File: src/rtl/pipe_stage_pkg.sv
// Shared types and helpers for the elastic pipeline stage register.
// memwb_t is the default payload bundle between the MEM and WB stages.
package pipe_stage_pkg;

    localparam int DEPTH_MAX = 4;

    // Bit positions: pc4[103:72] rd[71:67] alu[66:35] dmem[34:3] mem_to_reg[2:1] reg_write[0]
    typedef struct packed {
        logic [31:0] pc4;
        logic [4:0]  rd;
        logic [31:0] alu;
        logic [31:0] dmem;
        logic [1:0]  mem_to_reg;
        logic        reg_write;
    } memwb_t;

    function automatic int occ_w(input int depth, input int skid);
        return $clog2(depth + skid + 1);
    endfunction

endpackage

File: src/rtl/pipe_slice.sv
// One {valid, data} register: clear kills valid only, load copies the source, otherwise it holds.
// Zero added latency beyond its own flop; no flow control of its own (the parent decides when to load).
module pipe_slice #(
    parameter int DATA_W = 8
) (
    input  logic              clk,
    input  logic              rstn,
    input  logic              i_clr,
    input  logic              i_ld,
    input  logic              i_vld,
    input  logic [DATA_W-1:0] i_dat,
    output logic              o_vld,
    output logic [DATA_W-1:0] o_dat
);

    logic              r_vld;
    logic [DATA_W-1:0] r_dat;

    // Data is only written with a valid source so bubbles never disturb the payload register.
    always_ff @(posedge clk) begin
        if (!rstn) begin
            r_vld <= 1'b0;
            r_dat <= '0;
        end else if (i_clr) begin
            r_vld <= 1'b0;
        end else if (i_ld) begin
            r_vld <= i_vld;
            if (i_vld) begin
                r_dat <= i_dat;
            end
        end
    end

    assign o_vld = r_vld;
    assign o_dat = r_dat;

endmodule

File: src/rtl/pipe_stage_reg.sv
// Elastic DEPTH-slice pipeline register with hold, flush, optional skid entry and perf counters.
// Latency DEPTH cycles (+1 via skid); in_ready falls when full, combinationally (SKID=0) or registered (SKID=1).
module pipe_stage_reg
    import pipe_stage_pkg::*;
#(
    parameter int DATA_W = $bits(memwb_t),
    parameter int DEPTH  = 1,
    parameter int SKID   = 0,
    parameter int CNT_W  = 16
) (
    input  logic                            clk_Stage,
    input  logic                            rstn_Stage,
    input  logic                            in_valid_Stage,
    output logic                            in_ready_Stage,
    input  logic [DATA_W-1:0]               in_data_Stage,
    input  logic                            hold_Stage,
    input  logic                            flush_Stage,
    output logic                            out_valid_Stage,
    input  logic                            out_ready_Stage,
    output logic [DATA_W-1:0]               out_data_Stage,
    output logic [occ_w(DEPTH, SKID)-1:0]   occupancy_Stage,
    output logic [CNT_W-1:0]                stall_cnt_Stage,
    output logic [CNT_W-1:0]                flush_cnt_Stage
);

    localparam int DEPTH_C = (DEPTH > DEPTH_MAX) ? DEPTH_MAX : ((DEPTH < 1) ? 1 : DEPTH);
    localparam int OCC_W   = occ_w(DEPTH, SKID);

    logic [DEPTH_C-1:0] w_vld;
    logic [DEPTH_C-1:0] w_can_load;
    logic [DATA_W-1:0]  w_dat [DEPTH_C];
    logic               w_out_vld;
    logic               w_in_rdy;
    logic               w_acc;
    logic               w_src_vld;
    logic [DATA_W-1:0]  w_src_dat;
    logic               w_skid_vld;
    logic [OCC_W-1:0]   w_occ;
    logic [CNT_W-1:0]   r_stall_cnt;
    logic [CNT_W-1:0]   r_flush_cnt;

    assign w_out_vld = w_vld[DEPTH_C-1] & !hold_Stage;
    assign w_acc     = in_valid_Stage & w_in_rdy;

    // A slice may load when it is empty or its content moves on this cycle; walk from the output back.
    always_comb begin : adv_chain
        logic w_free;
        w_free     = out_ready_Stage & !hold_Stage;
        w_can_load = '0;
        for (int k = DEPTH_C - 1; k >= 0; k--) begin
            w_can_load[k] = !w_vld[k] | (w_vld[k] & w_free);
            w_free        = w_can_load[k];
        end
    end

    if (SKID != 0) begin : g_skid
        logic              r_rst_done;
        logic              w_skid_ld;
        logic              w_skid_in_vld;
        logic [DATA_W-1:0] w_skid_dat;

        always_ff @(posedge clk_Stage) begin
            if (!rstn_Stage) begin
                r_rst_done <= 1'b0;
            end else begin
                r_rst_done <= 1'b1;
            end
        end

        // A full skid drains into slice 0 ahead of any new input; an empty one catches a beat slice 0 refused.
        assign w_in_rdy      = r_rst_done & !w_skid_vld & !hold_Stage & !flush_Stage;
        assign w_skid_ld     = !hold_Stage & (w_skid_vld ? w_can_load[0] : 1'b1);
        assign w_skid_in_vld = !w_skid_vld & w_acc & !w_can_load[0];
        assign w_src_vld     = w_skid_vld | w_acc;
        assign w_src_dat     = w_skid_vld ? w_skid_dat : in_data_Stage;

        pipe_slice #(.DATA_W(DATA_W)) u_skid (
            .clk   (clk_Stage),
            .rstn  (rstn_Stage),
            .i_clr (flush_Stage),
            .i_ld  (w_skid_ld),
            .i_vld (w_skid_in_vld),
            .i_dat (in_data_Stage),
            .o_vld (w_skid_vld),
            .o_dat (w_skid_dat)
        );
    end else begin : g_noskid
        assign w_skid_vld = 1'b0;
        assign w_in_rdy   = !hold_Stage & !flush_Stage & w_can_load[0];
        assign w_src_vld  = w_acc;
        assign w_src_dat  = in_data_Stage;
    end

    for (genvar k = 0; k < DEPTH_C; k++) begin : g_slice
        logic              w_ld_vld;
        logic [DATA_W-1:0] w_ld_dat;

        if (k == 0) begin : g_head
            assign w_ld_vld = w_src_vld;
            assign w_ld_dat = w_src_dat;
        end else begin : g_body
            assign w_ld_vld = w_vld[k-1];
            assign w_ld_dat = w_dat[k-1];
        end

        pipe_slice #(.DATA_W(DATA_W)) u_slice (
            .clk   (clk_Stage),
            .rstn  (rstn_Stage),
            .i_clr (flush_Stage),
            .i_ld  (!hold_Stage & w_can_load[k]),
            .i_vld (w_ld_vld),
            .i_dat (w_ld_dat),
            .o_vld (w_vld[k]),
            .o_dat (w_dat[k])
        );
    end

    always_comb begin
        w_occ = '0;
        for (int k = 0; k < DEPTH_C; k++) begin
            w_occ = w_occ + OCC_W'(w_vld[k]);
        end
        w_occ = w_occ + OCC_W'(w_skid_vld);
    end

    // Hold already forces out_valid low, so the stall counter freezes on its own; flushes count regardless.
    always_ff @(posedge clk_Stage) begin
        if (!rstn_Stage) begin
            r_stall_cnt <= '0;
            r_flush_cnt <= '0;
        end else begin
            if (w_out_vld && !out_ready_Stage && !(&r_stall_cnt)) begin
                r_stall_cnt <= r_stall_cnt + CNT_W'(1);
            end
            if (flush_Stage && (w_occ != '0) && !(&r_flush_cnt)) begin
                r_flush_cnt <= r_flush_cnt + CNT_W'(1);
            end
        end
    end

    assign in_ready_Stage  = w_in_rdy;
    assign out_valid_Stage = w_out_vld;
    assign out_data_Stage  = w_dat[DEPTH_C-1];
    assign occupancy_Stage = w_occ;
    assign stall_cnt_Stage = r_stall_cnt;
    assign flush_cnt_Stage = r_flush_cnt;

endmodule

File: config.mk
export PLATFORM = sky130hd
export DESIGN_NAME = pipe_stage_reg
export DESIGN_NICKNAME = d
export VERILOG_FILES = /design/src/rtl/pipe_stage_pkg.sv /design/src/rtl/pipe_slice.sv /design/src/rtl/pipe_stage_reg.sv
export SDC_FILE = /design/constraint.sdc
export NUM_CORES = 1
export LEC_CHECK = 0
export ABC_AREA = 0
export CORE_MARGIN = 5
export CORE_UTILIZATION = 25
export CTS_CLUSTER_DIAMETER = 50
export CTS_CLUSTER_SIZE = 24
export DETAILED_ROUTE_END_ITERATION = 7
export PLACE_DENSITY_LB_ADDON = 0.15
export SLEW_MARGIN = 25
export SYNTH_ARGS = -nofsm -noshare
export SYNTH_HDL_FRONTEND = slang
export SYNTH_SLANG_ARGS = --single-unit
export TNS_END_PERCENT = 30
File: constraint.sdc
create_clock -name clk_Stage -period 3.2 [get_ports clk_Stage]
set_clock_uncertainty 0.2 [all_clocks]
set_input_delay 0.32 -clock clk_Stage [delete_from_list [all_inputs] [get_ports clk_Stage]]
set_output_delay 0.32 -clock clk_Stage [all_outputs]
set_load 0.01 [all_outputs]
==> impl_summary.txt <==
----------------------------------------------------
[Yosys]
  Proportion of synthesized chip area in sequential cells ... 52.1%
  Number of nets in the synthesized netlist ... 771
  Post-synthesis sequential element count ... 137
  Total number of yosys warnings ... 0
  Library cell occupying the most area in the post-synthesis netlist ... sky130_fd_sc_hd__dfxtp_1
  Area share of the largest cell type after synthesis ... 52.1%
  Most area-consuming cells after synthesis ... sky130_fd_sc_hd__dfxtp_1 52%, sky130_fd_sc_hd__nand2_1 16%, sky130_fd_sc_hd__a21oi_1 12%
  Synth Cell Area ... 0.00527 sq mm
  Cells after synthesis ... 659
  Distinct cells, synth ... 40
  Mean instance size in the synthesized netlist ... 7.99 sq um

[Layout]
  Fin nets ... 1006
  Layout cell share with drive strength beyond 1 ... 5.74%
  Final Non-Filler Cells ... 1181
  Diodes inserted ... 0
  Most frequent standard cell in the layout excluding fill and tap cells ... sky130_fd_sc_hd__clkdlybuf4s50_1
  Most frequent cells in the layout ... 248 x sky130_fd_sc_hd__clkdlybuf4s50_1, 231 x sky130_fd_sc_hd__nand2_1, 137 x sky130_fd_sc_hd__dfxtp_1
  Post-Route Utilization ... 41.4%
  Area added between synthesis and finish ... 64.2%

[Timing]
  RSZ-0062 raised after global routing ... false
  Max-slew violation count ... 0
  Part of the cycle the worst path needs ... 74.7%
  Crit path time final ... 2390 ps
  Slew at the pin closest to its max-slew limit ... 710 ps
  Highest Clock Rate ... 418 MHz
  Setup tns final ... 0 ps
  Slew headroom ... 52.2%
  Hold Slack ... 252 ps
  Number of failing hold endpoints at the final stage ... 0
  Total setup violations reported at the end of the flow ... 0

[Detailed routing]
  Vias per inst ... 4.48
  Drt total wl ... 17500 um
  Detail-routed net length per standard cell ... 14.8 um
  TritonRoute pass-1 iters ... 4
  Initial detailed-routing violation count ... 239
  Via count ... 5287
  Post-detailed-route count of antenna-violating nets ... 0
  Drt drc ... 0

[Placed design]
  Gp weighted congestion ... 0.745
  HPWL after detailed placement ... 11900 um
  Number of buffers inserted by port buffering ... 248
  Placed Cells ... 1150

[Setup path]
  Critical path endpoint category ... output port
  Worst Path Required ... 2680 ps
  CP Data Arrival Time ... 1870 ps
  Beginning of the critical path ... g_slice[0].u_slice.o_vld
  Start of the worst register-to-register path ... stall_cnt_Stage[0]
  Type of origin of the critical path ... flop
  Type of the setup path with the least slack ... flop to output port
  Crit path max fanout ... 9

[Clock tree]
  Clock Path Buffers ... 2
  Clock sink total ... 137
  Number of buffers inserted during clock tree synthesis ... 17
  Worst-Skew Late Latency ... 410 ps
  Clock slew at reported path FFs ... 60 ps
  TritonCTS clock tree ... built
  Resized Gates After CTS ... 0
  Number of post-CTS setup repair buffers ... 0
  Clock tree root driver cell ... sky130_fd_sc_hd__clkbuf_16
  Hold buffer count at CTS ... 0
  Clock H-tree levels ... 4

[Floorplan]
  Std-Cell Core Area ... 0.0209 sq mm
  DIE AREA ... 0.0241 sq mm
  Initial cell density of the core ... 25.2%
  Die height ... 155 um
  Count of pins on the block boundary ... 249
  Floorplan row count ... 53
  Chip Width ... 155 um

[Worst hold path]
  Hold Crit Start ... g_slice[0].u_slice.o_dat[77]
  Class of the most critical hold timing path ... flop to flop

[Power and ir drop]
  Worst vdd rail ir drop ... 316 uV
  Fraction of power consumed by the clock network ... 47.1%
  Net switching fraction of the power ... 23.5%
  Static Leak ... 2.85 nW
  Share of total power in combinational logic ... 9.6%
  Reported net switching power ... 0.963 mW
  Internal cell power ... 3.13 mW
  Sequential Power Share ... 43.3%
  Power per cell area ... 473 mW/mm^2

[Run status]
  Run status ... finished, final reports clean

[Flow run]
  Number of maximum-capacitance constraint violations ... 0

[GRT]
  Maximum number of pins on one net before global-route repair ... 68
  Gr ovfl total ... 0
  Total routing resource utilization after global routing ... 14.2%
  Vias in the first global route ... 5102
  Number of antenna violations at the first check in global routing ... 0
  Global-route wire length before repair ... 27700 um

----------------------------------------------------
-- state kept, by name, summed over array words and instances (netlist names) --
register and cells:
flush_cnt_Stage 16, g_slice.u_slice.o_dat 104, g_slice.u_slice.o_vld 1, stall_cnt_Stage 16
-- worst max-delay path, cell delays in order (launching register included) --
cell and delay (ps):
sky130_fd_sc_hd__dfxtp_1 470, sky130_fd_sc_hd__nor2b_1 410, sky130_fd_sc_hd__nor3_1 80, sky130_fd_sc_hd__clkdlybuf4s50_1 520
-- metrics by stage --
step / setup WS, ps / instance area, sq um / total power, mW
global route: 625 / 8640 / 4.28
detailed placement: 649 / 8070 / 2.21
finish: 808 / 8640 / 4.09
global placement: 683 / 8070 / 2.21
CTS: 763 / 8640 / 4.17
floorplan: 1200 / 5270 / 1.94
-- path summary, 6_finish.rpt --
check,endpoint,slack (ps),cells past startpoint
max,in_ready_Stage,810,3
min,g_slice[0].u_slice.o_dat[77],250,2
max reg2reg,stall_cnt_Stage[8],990,6
min reg2reg,g_slice[0].u_slice.o_dat[77],250,2
-- synthesized netlist by cell type --
cell / instances
sky130_fd_sc_hd__a2111oi_0: 1
sky130_fd_sc_hd__a211oi_1: 1
sky130_fd_sc_hd__a21boi_0: 1
sky130_fd_sc_hd__a21oi_1: 123
sky130_fd_sc_hd__a31oi_1: 2
sky130_fd_sc_hd__and4_1: 2
sky130_fd_sc_hd__and4bb_2: 1
sky130_fd_sc_hd__buf_2: 16
sky130_fd_sc_hd__clkbuf_1: 26
sky130_fd_sc_hd__dfxtp_1: 137
sky130_fd_sc_hd__ha_1: 2
sky130_fd_sc_hd__inv_1: 9
sky130_fd_sc_hd__inv_2: 1
sky130_fd_sc_hd__mux2i_1: 9
sky130_fd_sc_hd__nand2_1: 231
sky130_fd_sc_hd__nand2b_1: 5
sky130_fd_sc_hd__nand3_1: 10
sky130_fd_sc_hd__nand4_1: 7
sky130_fd_sc_hd__nand4_4: 1
sky130_fd_sc_hd__nor2_1: 5
sky130_fd_sc_hd__nor2b_1: 2
sky130_fd_sc_hd__nor3_1: 7
sky130_fd_sc_hd__nor3b_1: 1
sky130_fd_sc_hd__nor4_1: 8
sky130_fd_sc_hd__nor4b_1: 2
sky130_fd_sc_hd__nor4b_2: 1
sky130_fd_sc_hd__o211ai_1: 1
sky130_fd_sc_hd__o21a_1: 1
sky130_fd_sc_hd__o21ai_0: 9
sky130_fd_sc_hd__o311ai_0: 1
sky130_fd_sc_hd__o31ai_1: 12
sky130_fd_sc_hd__o41ai_1: 1
sky130_fd_sc_hd__or2_1: 1
sky130_fd_sc_hd__or2_2: 1
sky130_fd_sc_hd__or3_1: 4
sky130_fd_sc_hd__or3_2: 3
sky130_fd_sc_hd__or3_4: 1
sky130_fd_sc_hd__or4_1: 11
sky130_fd_sc_hd__or4b_1: 1
sky130_fd_sc_hd__xnor2_1: 1
-- area by class of cell --
class / count / area [sq um]
Clock inverter: 14 / 146
Fill cell: 2133 / 12200
Clock buffer: 17 / 425
Inverter: 10 / 40.0
Sequential cell: 137 / 2740
Tap cell: 275 / 344
Multi-Input combinational cell: 470 / 2330
Timing Repair Buffer: 258 / 2620
-- kinds of logic after synthesis --
group | share of synthesized area, %
DFF | 52.1
xor gates and xnor gates | 0.166
and+or+nand+nor | 25.9
AOI/OAI and AO/OA | 15.6
buffers and inverters | 4.09
adders and majority gates | 0.475
muxes | 1.71
-- power by group through the flow --
stage | registers [mW] | clock network (mW) | logic (mW)
5_1_grt | 1.78 | 2.07 | 0.427
3_5_place_dp | 1.81 | 0 | 0.397
2_1_floorplan | 1.83 | 0 | 0.108
6_report | 1.77 | 1.93 | 0.393
4_1_cts | 1.77 | 2.00 | 0.400
3_3_place_gp | 1.81 | 0 | 0.399
-- per-layer routing --
| metal | routed length [um] | vias to the layer above | global-route usage (%) |
|---|---|---|---|
| li1 | - | 2710 | - |
| met1 | 7940 | 2371 | 18.9 |
| met2 | 7590 | 191 | 21.3 |
| met3 | 1720 | 15 | 5.48 |
| met4 | 214 | 0 | 4.42 |
| met5 | 0 | - | 0 |
No activity file was read; power rests on OpenSTA's default activity.
